<file path="src/rtl/s_cpu_irq_ctrl_pkg.sv">
// Shared types and constants for the S_CPU_IRQ interrupt conditioning stage.
package s_cpu_irq_pkg;

  localparam int unsigned NUM_IRQ  = 4;
  localparam int unsigned ID_W     = 2;
  localparam int unsigned CFG_MODE = 0;
  localparam int unsigned CFG_POL  = 1;

  typedef enum logic [1:0] {
    IDLE,
    PRESENT,
    GAP
  } irq_state_t;

  // Lowest set index wins.
  function automatic logic [ID_W-1:0] prio_enc(input logic [NUM_IRQ-1:0] cand);
    logic found;
    prio_enc = '0;
    found    = 1'b0;
    for (int unsigned i = 0; i < NUM_IRQ; i++) begin
      if (cand[i] && !found) begin
        prio_enc = ID_W'(i);
        found    = 1'b1;
      end
    end
  endfunction

endpackage

</file>
<file path="src/rtl/s_cpu_irq_ctrl_if.sv">
// CPU-facing interrupt handshake: presentation, ack, per-line enable and status.
interface s_cpu_irq_ctrl_if;
  import s_cpu_irq_pkg::*;

  logic [NUM_IRQ-1:0] irq_mask_i;
  logic               irq_ack_i;
  logic               irq_valid_o;
  logic [ID_W-1:0]    irq_id_o;
  logic [NUM_IRQ-1:0] irq_pending_o;

  modport master (
    input  irq_mask_i,
    input  irq_ack_i,
    output irq_valid_o,
    output irq_id_o,
    output irq_pending_o
  );

  modport slave (
    output irq_mask_i,
    output irq_ack_i,
    input  irq_valid_o,
    input  irq_id_o,
    input  irq_pending_o
  );
endinterface

</file>
<file path="src/rtl/s_cpu_irq_ctrl_line_cond.sv">
// Per-line conditioning: synchroniser, polarity, rising-edge detect and pending flop.
module irq_line_cond #(
  parameter int unsigned SYNC_STAGES = 2
) (
  input  logic clk,
  input  logic rst,
  input  logic raw,
  input  logic mode,
  input  logic pol,
  input  logic clr,
  input  logic warm,
  output logic active
);

  logic [SYNC_STAGES-1:0] sync;
  logic                   prev;
  logic                   pend;
  logic                   act;
  logic                   rise;

  assign act  = sync[SYNC_STAGES-1] ^ pol;
  assign rise = mode & act & ~prev & ~warm;

  always_ff @(posedge clk) begin
    if (rst) begin
      sync <= '0;
      prev <= 1'b0;
      pend <= 1'b0;
    end else begin
      sync <= {sync[SYNC_STAGES-2:0], raw};
      prev <= act;
      // A new edge in the ack cycle must not be lost, so set beats clear.
      if (rise)
        pend <= 1'b1;
      else if (clr)
        pend <= 1'b0;
    end
  end

  assign active = mode ? pend : act;

endmodule

</file>
<file path="src/rtl/s_cpu_irq_ctrl.sv">
// Interrupt conditioning and arbitration between the tile switch matrix and the CPU.
module s_cpu_irq_ctrl #(
  parameter int unsigned NUM_IRQ      = 4,
  parameter int unsigned SYNC_STAGES  = 2,
  parameter int unsigned NoConfigBits = 8
) (
  input  logic                    UserCLK,
  input  logic                    rst,
  input  logic [NUM_IRQ-1:0]      irq_i,
  input  logic [NoConfigBits-1:0] ConfigBits,
  s_cpu_irq_ctrl_if.master        cpu
);
  import s_cpu_irq_pkg::*;

  irq_state_t         state;
  logic [2:0]         warm_cnt;
  logic               warm;
  logic [NUM_IRQ-1:0] active;
  logic [NUM_IRQ-1:0] clr;
  logic [NUM_IRQ-1:0] candidate;

  assign warm = (warm_cnt != '0);

  always_ff @(posedge UserCLK) begin
    if (rst)
      warm_cnt <= 3'(SYNC_STAGES + 1);
    else if (warm)
      warm_cnt <= warm_cnt - 3'd1;
  end

  always_comb begin
    clr = '0;
    for (int unsigned n = 0; n < NUM_IRQ; n++)
      clr[n] = (state == PRESENT) && cpu.irq_ack_i && (cpu.irq_id_o == ID_W'(n));
  end

  for (genvar n = 0; n < NUM_IRQ; n++) begin : g_line
    irq_line_cond #(
      .SYNC_STAGES(SYNC_STAGES)
    ) u_line (
      .clk    (UserCLK),
      .rst    (rst),
      .raw    (irq_i[n]),
      .mode   (ConfigBits[2*n + CFG_MODE]),
      .pol    (ConfigBits[2*n + CFG_POL]),
      .clr    (clr[n]),
      .warm   (warm),
      .active (active[n])
    );
  end

  // Arbitration works from the registered status so it matches irq_pending_o.
  assign candidate = cpu.irq_pending_o & cpu.irq_mask_i;

  always_ff @(posedge UserCLK) begin
    if (rst) begin
      state             <= IDLE;
      cpu.irq_valid_o   <= 1'b0;
      cpu.irq_id_o      <= '0;
      cpu.irq_pending_o <= '0;
    end else begin
      cpu.irq_pending_o <= active;
      case (state)
        IDLE: begin
          if (|candidate) begin
            cpu.irq_id_o    <= prio_enc(candidate);
            cpu.irq_valid_o <= 1'b1;
            state           <= PRESENT;
          end
        end
        PRESENT: begin
          if (cpu.irq_ack_i) begin
            cpu.irq_valid_o <= 1'b0;
            state           <= GAP;
          end
        end
        GAP:     state <= IDLE;
        default: state <= IDLE;
      endcase
    end
  end

endmodule

</file>
<file path="src/flat_wrapper.sv">
// flat-port wrapper written by rule: the top's interface ports become plain ports
module s_cpu_irq_ctrl_flat import s_cpu_irq_pkg::*;
#(
  parameter int unsigned NUM_IRQ      = 4,
  parameter int unsigned SYNC_STAGES  = 2,
  parameter int unsigned NoConfigBits = 8
)
  (UserCLK, rst, irq_i, ConfigBits, cpu_irq_mask_i, cpu_irq_ack_i, cpu_irq_valid_o, cpu_irq_id_o, cpu_irq_pending_o);
  s_cpu_irq_ctrl_if cpu_i ();
  input  logic UserCLK;
  input  logic rst;
  input  logic [NUM_IRQ-1:0] irq_i;
  input  logic [NoConfigBits-1:0] ConfigBits;
  input wire logic [$bits(cpu_i.irq_mask_i)-1:0] cpu_irq_mask_i;
  input wire logic [$bits(cpu_i.irq_ack_i)-1:0] cpu_irq_ack_i;
  output wire logic [$bits(cpu_i.irq_valid_o)-1:0] cpu_irq_valid_o;
  output wire logic [$bits(cpu_i.irq_id_o)-1:0] cpu_irq_id_o;
  output wire logic [$bits(cpu_i.irq_pending_o)-1:0] cpu_irq_pending_o;
  assign cpu_i.irq_mask_i = cpu_irq_mask_i;
  assign cpu_i.irq_ack_i = cpu_irq_ack_i;
  assign cpu_irq_valid_o = cpu_i.irq_valid_o;
  assign cpu_irq_id_o = cpu_i.irq_id_o;
  assign cpu_irq_pending_o = cpu_i.irq_pending_o;
  s_cpu_irq_ctrl #(.NUM_IRQ(NUM_IRQ), .SYNC_STAGES(SYNC_STAGES), .NoConfigBits(NoConfigBits)) u_core (.UserCLK(UserCLK), .rst(rst), .irq_i(irq_i), .ConfigBits(ConfigBits), .cpu(cpu_i));
endmodule
</file>
<file path="config.mk">
export PLATFORM = sky130hd
export DESIGN_NAME = s_cpu_irq_ctrl_flat
export DESIGN_NICKNAME = d
export VERILOG_FILES = /design/src/rtl/s_cpu_irq_ctrl_pkg.sv /design/src/rtl/s_cpu_irq_ctrl_if.sv /design/src/rtl/s_cpu_irq_ctrl_line_cond.sv /design/src/rtl/s_cpu_irq_ctrl.sv /design/src/flat_wrapper.sv
export SDC_FILE = /design/constraint.sdc
export NUM_CORES = 1
export LEC_CHECK = 0
export ABC_AREA = 1
export BUFFER_PORTS_ARGS = -buffer_cell sky130_fd_sc_hd__clkbuf_2
export CORE_UTILIZATION = 45
export CTS_CLUSTER_DIAMETER = 100
export DETAILED_ROUTE_END_ITERATION = 8
export GPL_ROUTABILITY_DRIVEN = 0
export GPL_TIMING_DRIVEN = 0
export PLACE_DENSITY_LB_ADDON = 0.15
export SLEW_MARGIN = 20
export SYNTH_ARGS = -nofsm -noshare
export SYNTH_HDL_FRONTEND = slang
export SYNTH_SLANG_ARGS = --single-unit
export TNS_END_PERCENT = 5
</file>
<file path="constraint.sdc">
create_clock -name UserCLK -period 2.1 [get_ports UserCLK]
set_input_delay 0.525 -clock UserCLK [delete_from_list [all_inputs] [get_ports UserCLK]]
set_output_delay 0.525 -clock UserCLK [all_outputs]
set_load 0.05 [all_outputs]
</file>
==> run metrics <==
met3 WL 86 um; Pwr per Cell Area 850 nW/um^2; Final Setup Violations 0; Mean Syn Cell Area 7.38 sq um; final wirelength 1920 um; Max Buffers Root-to-Sink 2; Hold Vio Cnt, Final 0; status complete, no violations; Initial Util 49.0%; Port Buffers 25; vias in the first global route 877; drt first pass iters 4; leading area contributor after synthesis dfxtp_1; Vias/cell 4.51; Fmax achieved 636 MHz; worst hold path depth 3; syn_nets 172; met1 WL between 900 and 1000 um; post-synthesis sequential element count 28; worst-path maximum fanout 4; DRT antenna net count 0; Place WS 0.858 ns; diode count 0; chip height 51.8 um; CP Launch Type flip-flop; Ys Warns 0; synth top area cells dfxtp_1, inv_1, nand2_1; Layout area overhead 19.1%; fin crit share 74.9%; routed length per instance 9.22 um; register area share after synthesis 50.3%; hold slack final 0.361 ns; CTS tree done; most frequent cell after synthesis inv_1; Buf/Inv on CP 1; Worst setup EP type primary output; worst path required time between 1.5 and 2 ns; GRT Total Usage 18.5%; Core Footprint 2280 sq um; Syn Inst Count 151; relative slew slack 81.8%; DP Area 1270 sq um; CP top delay family flip-flops; setup bufs post-CTS 0; RSZ-0062 raised after global routing no; CP Class reg2out; chip width roughly 52 um; CP Depth 1; DRC 0; minimum clock period 1.57 ns; Top Metal Used met4; TNS Setup 0 ns; worst path arrival time 1.05 ns; multi-input logic area 409 sq um; met2 wire length between 800 and 900 um; Clock Latency Late Sink between 0.3 and 0.4 ns; worst-path cell chain clkbuf_2; # H-tree levels 1; clk sinks 28; Top FF cell, synth dfxtp_1; Hold Path Class in2reg; fin. max-slew vios 0; GRT Residual Overflow 0; largest net degree at the start of global routing 17; global-route wire length before repair 3540 um; TritonCTS buffer count 3; # resized after CTS 0; fraction of layout cells with a size suffix above 1 between 20% and 30%; synth unique cells 16; design area 1330 sq um; initial antenna violation count 0; Synth top area share between 50 and 60%; Post-synth EDFFs 0; register area 561 sq um; max_cap viols 0; DPL Wire Length around 1500 um; Pleak 0.000732 uW; Filler Cell Count 220; Final nets 202; clk_skew 0.00244 ns; hold buffers post-CTS 0; Commonest cells post-synth inv_1, nand2_1, dfxtp_1, nor2_1; async set-or-reset flop fraction in the synthesized netlist 0%; final setup margin roughly 0.53 ns; vias 938; Cell Area, Synth about 1100 sq um; Root Buffer clkbuf_4; slowest CP cell dfxtp_1; VDD IR max 0.625 mV; Reg2Reg Depth 6; full die area 2680 sq um; Reg clk slew, reported paths 0.14 ns; CP peak stage delay 0.42 ns; site row count 17; Worst Tran Pin Value 0.274 ns; I/O pins 26; DRT iter0 DRCs 10
## cells by family (layout without fill, tap and decap cells)
kind of cell	count (synthesis)	count (layout)	share of synthesized area [%]
xor gates and xnor gates	5	5	3.93
adders and majority gates	2	2	2.24
DFF	28	28	50.3
buffers and inverters	38	67	13.0
AOI/OAI and AO/OA	19	19	8.75
and+or+nand+nor	59	59	21.8
## sequential cells by signal (all words and copies together), names as in the netlist
register	cells
u_core.g_line.u_line.sync	8
u_core.cpu.irq_pending_o	4
u_core.g_line.u_line.pend	4
u_core.g_line.u_line.prev	4
u_core.warm_cnt	3
u_core.cpu.irq_id_o	2
u_core.state	2
u_core.cpu.irq_valid_o	1
## path summary, 6_finish.rpt
kind / from / end / slack, ns
max: u_core.cpu.irq_id_o[1] / cpu_irq_id_o[1] / 0.53
max reg2reg: u_core.warm_cnt[0] / u_core.warm_cnt[1] / 0.97
min: irq_i[0] / u_core.g_line[0].u_line.sync[0] / 0.36
min reg2reg: u_core.g_line[3].u_line.sync[0] / u_core.g_line[3].u_line.sync[1] / 0.42
## stage by stage
stage,utilization (%),instances,total power (uW)
2_1_floorplan,-,151,737
3_3_place_gp,56.0,204,783
3_5_place_dp,56.0,204,792
4_1_cts,58.3,208,1140
5_1_grt,58.3,208,1190
6_report,58.3,208,1130
## power breakdown
part           internal (uW)  switching [uW]  total (uW)
registers                570            19.2         590
clock network            193             156         350
logic                   64.9             124         189
## routing by layer
metal	track usage, %	vias to the layer above
li1	-	502
met1	20.7	401
met2	31.4	29
met3	3.51	6
met4	13.1	0
met5	0	-
## area by class of cell
type | instances | area share (%)
Buffer | 2 | 0.754
Clock buffer | 3 | 1.70
Clock inverter | 1 | 2.26
Inverter | 36 | 10.2
Multi-Input combinational cell | 85 | 30.8
Sequential cell | 28 | 42.2
Tap cell | 28 | 2.64
Timing Repair Buffer | 25 | 9.43
## placed cells by master (no fill, tap or decap), types with 2 or more instances in the layout
cell type,n
a21oi_1,9
buf_2,2
clkbuf_2,25
clkbuf_4,3
dfxtp_1,28
ha_1,2
inv_1,36
nand2_1,31
nand2_2,3
nand3_1,3
nor2_1,19
o21ai_0,9
xor2_1,4
No activity file was read; power rests on OpenSTA's default activity.
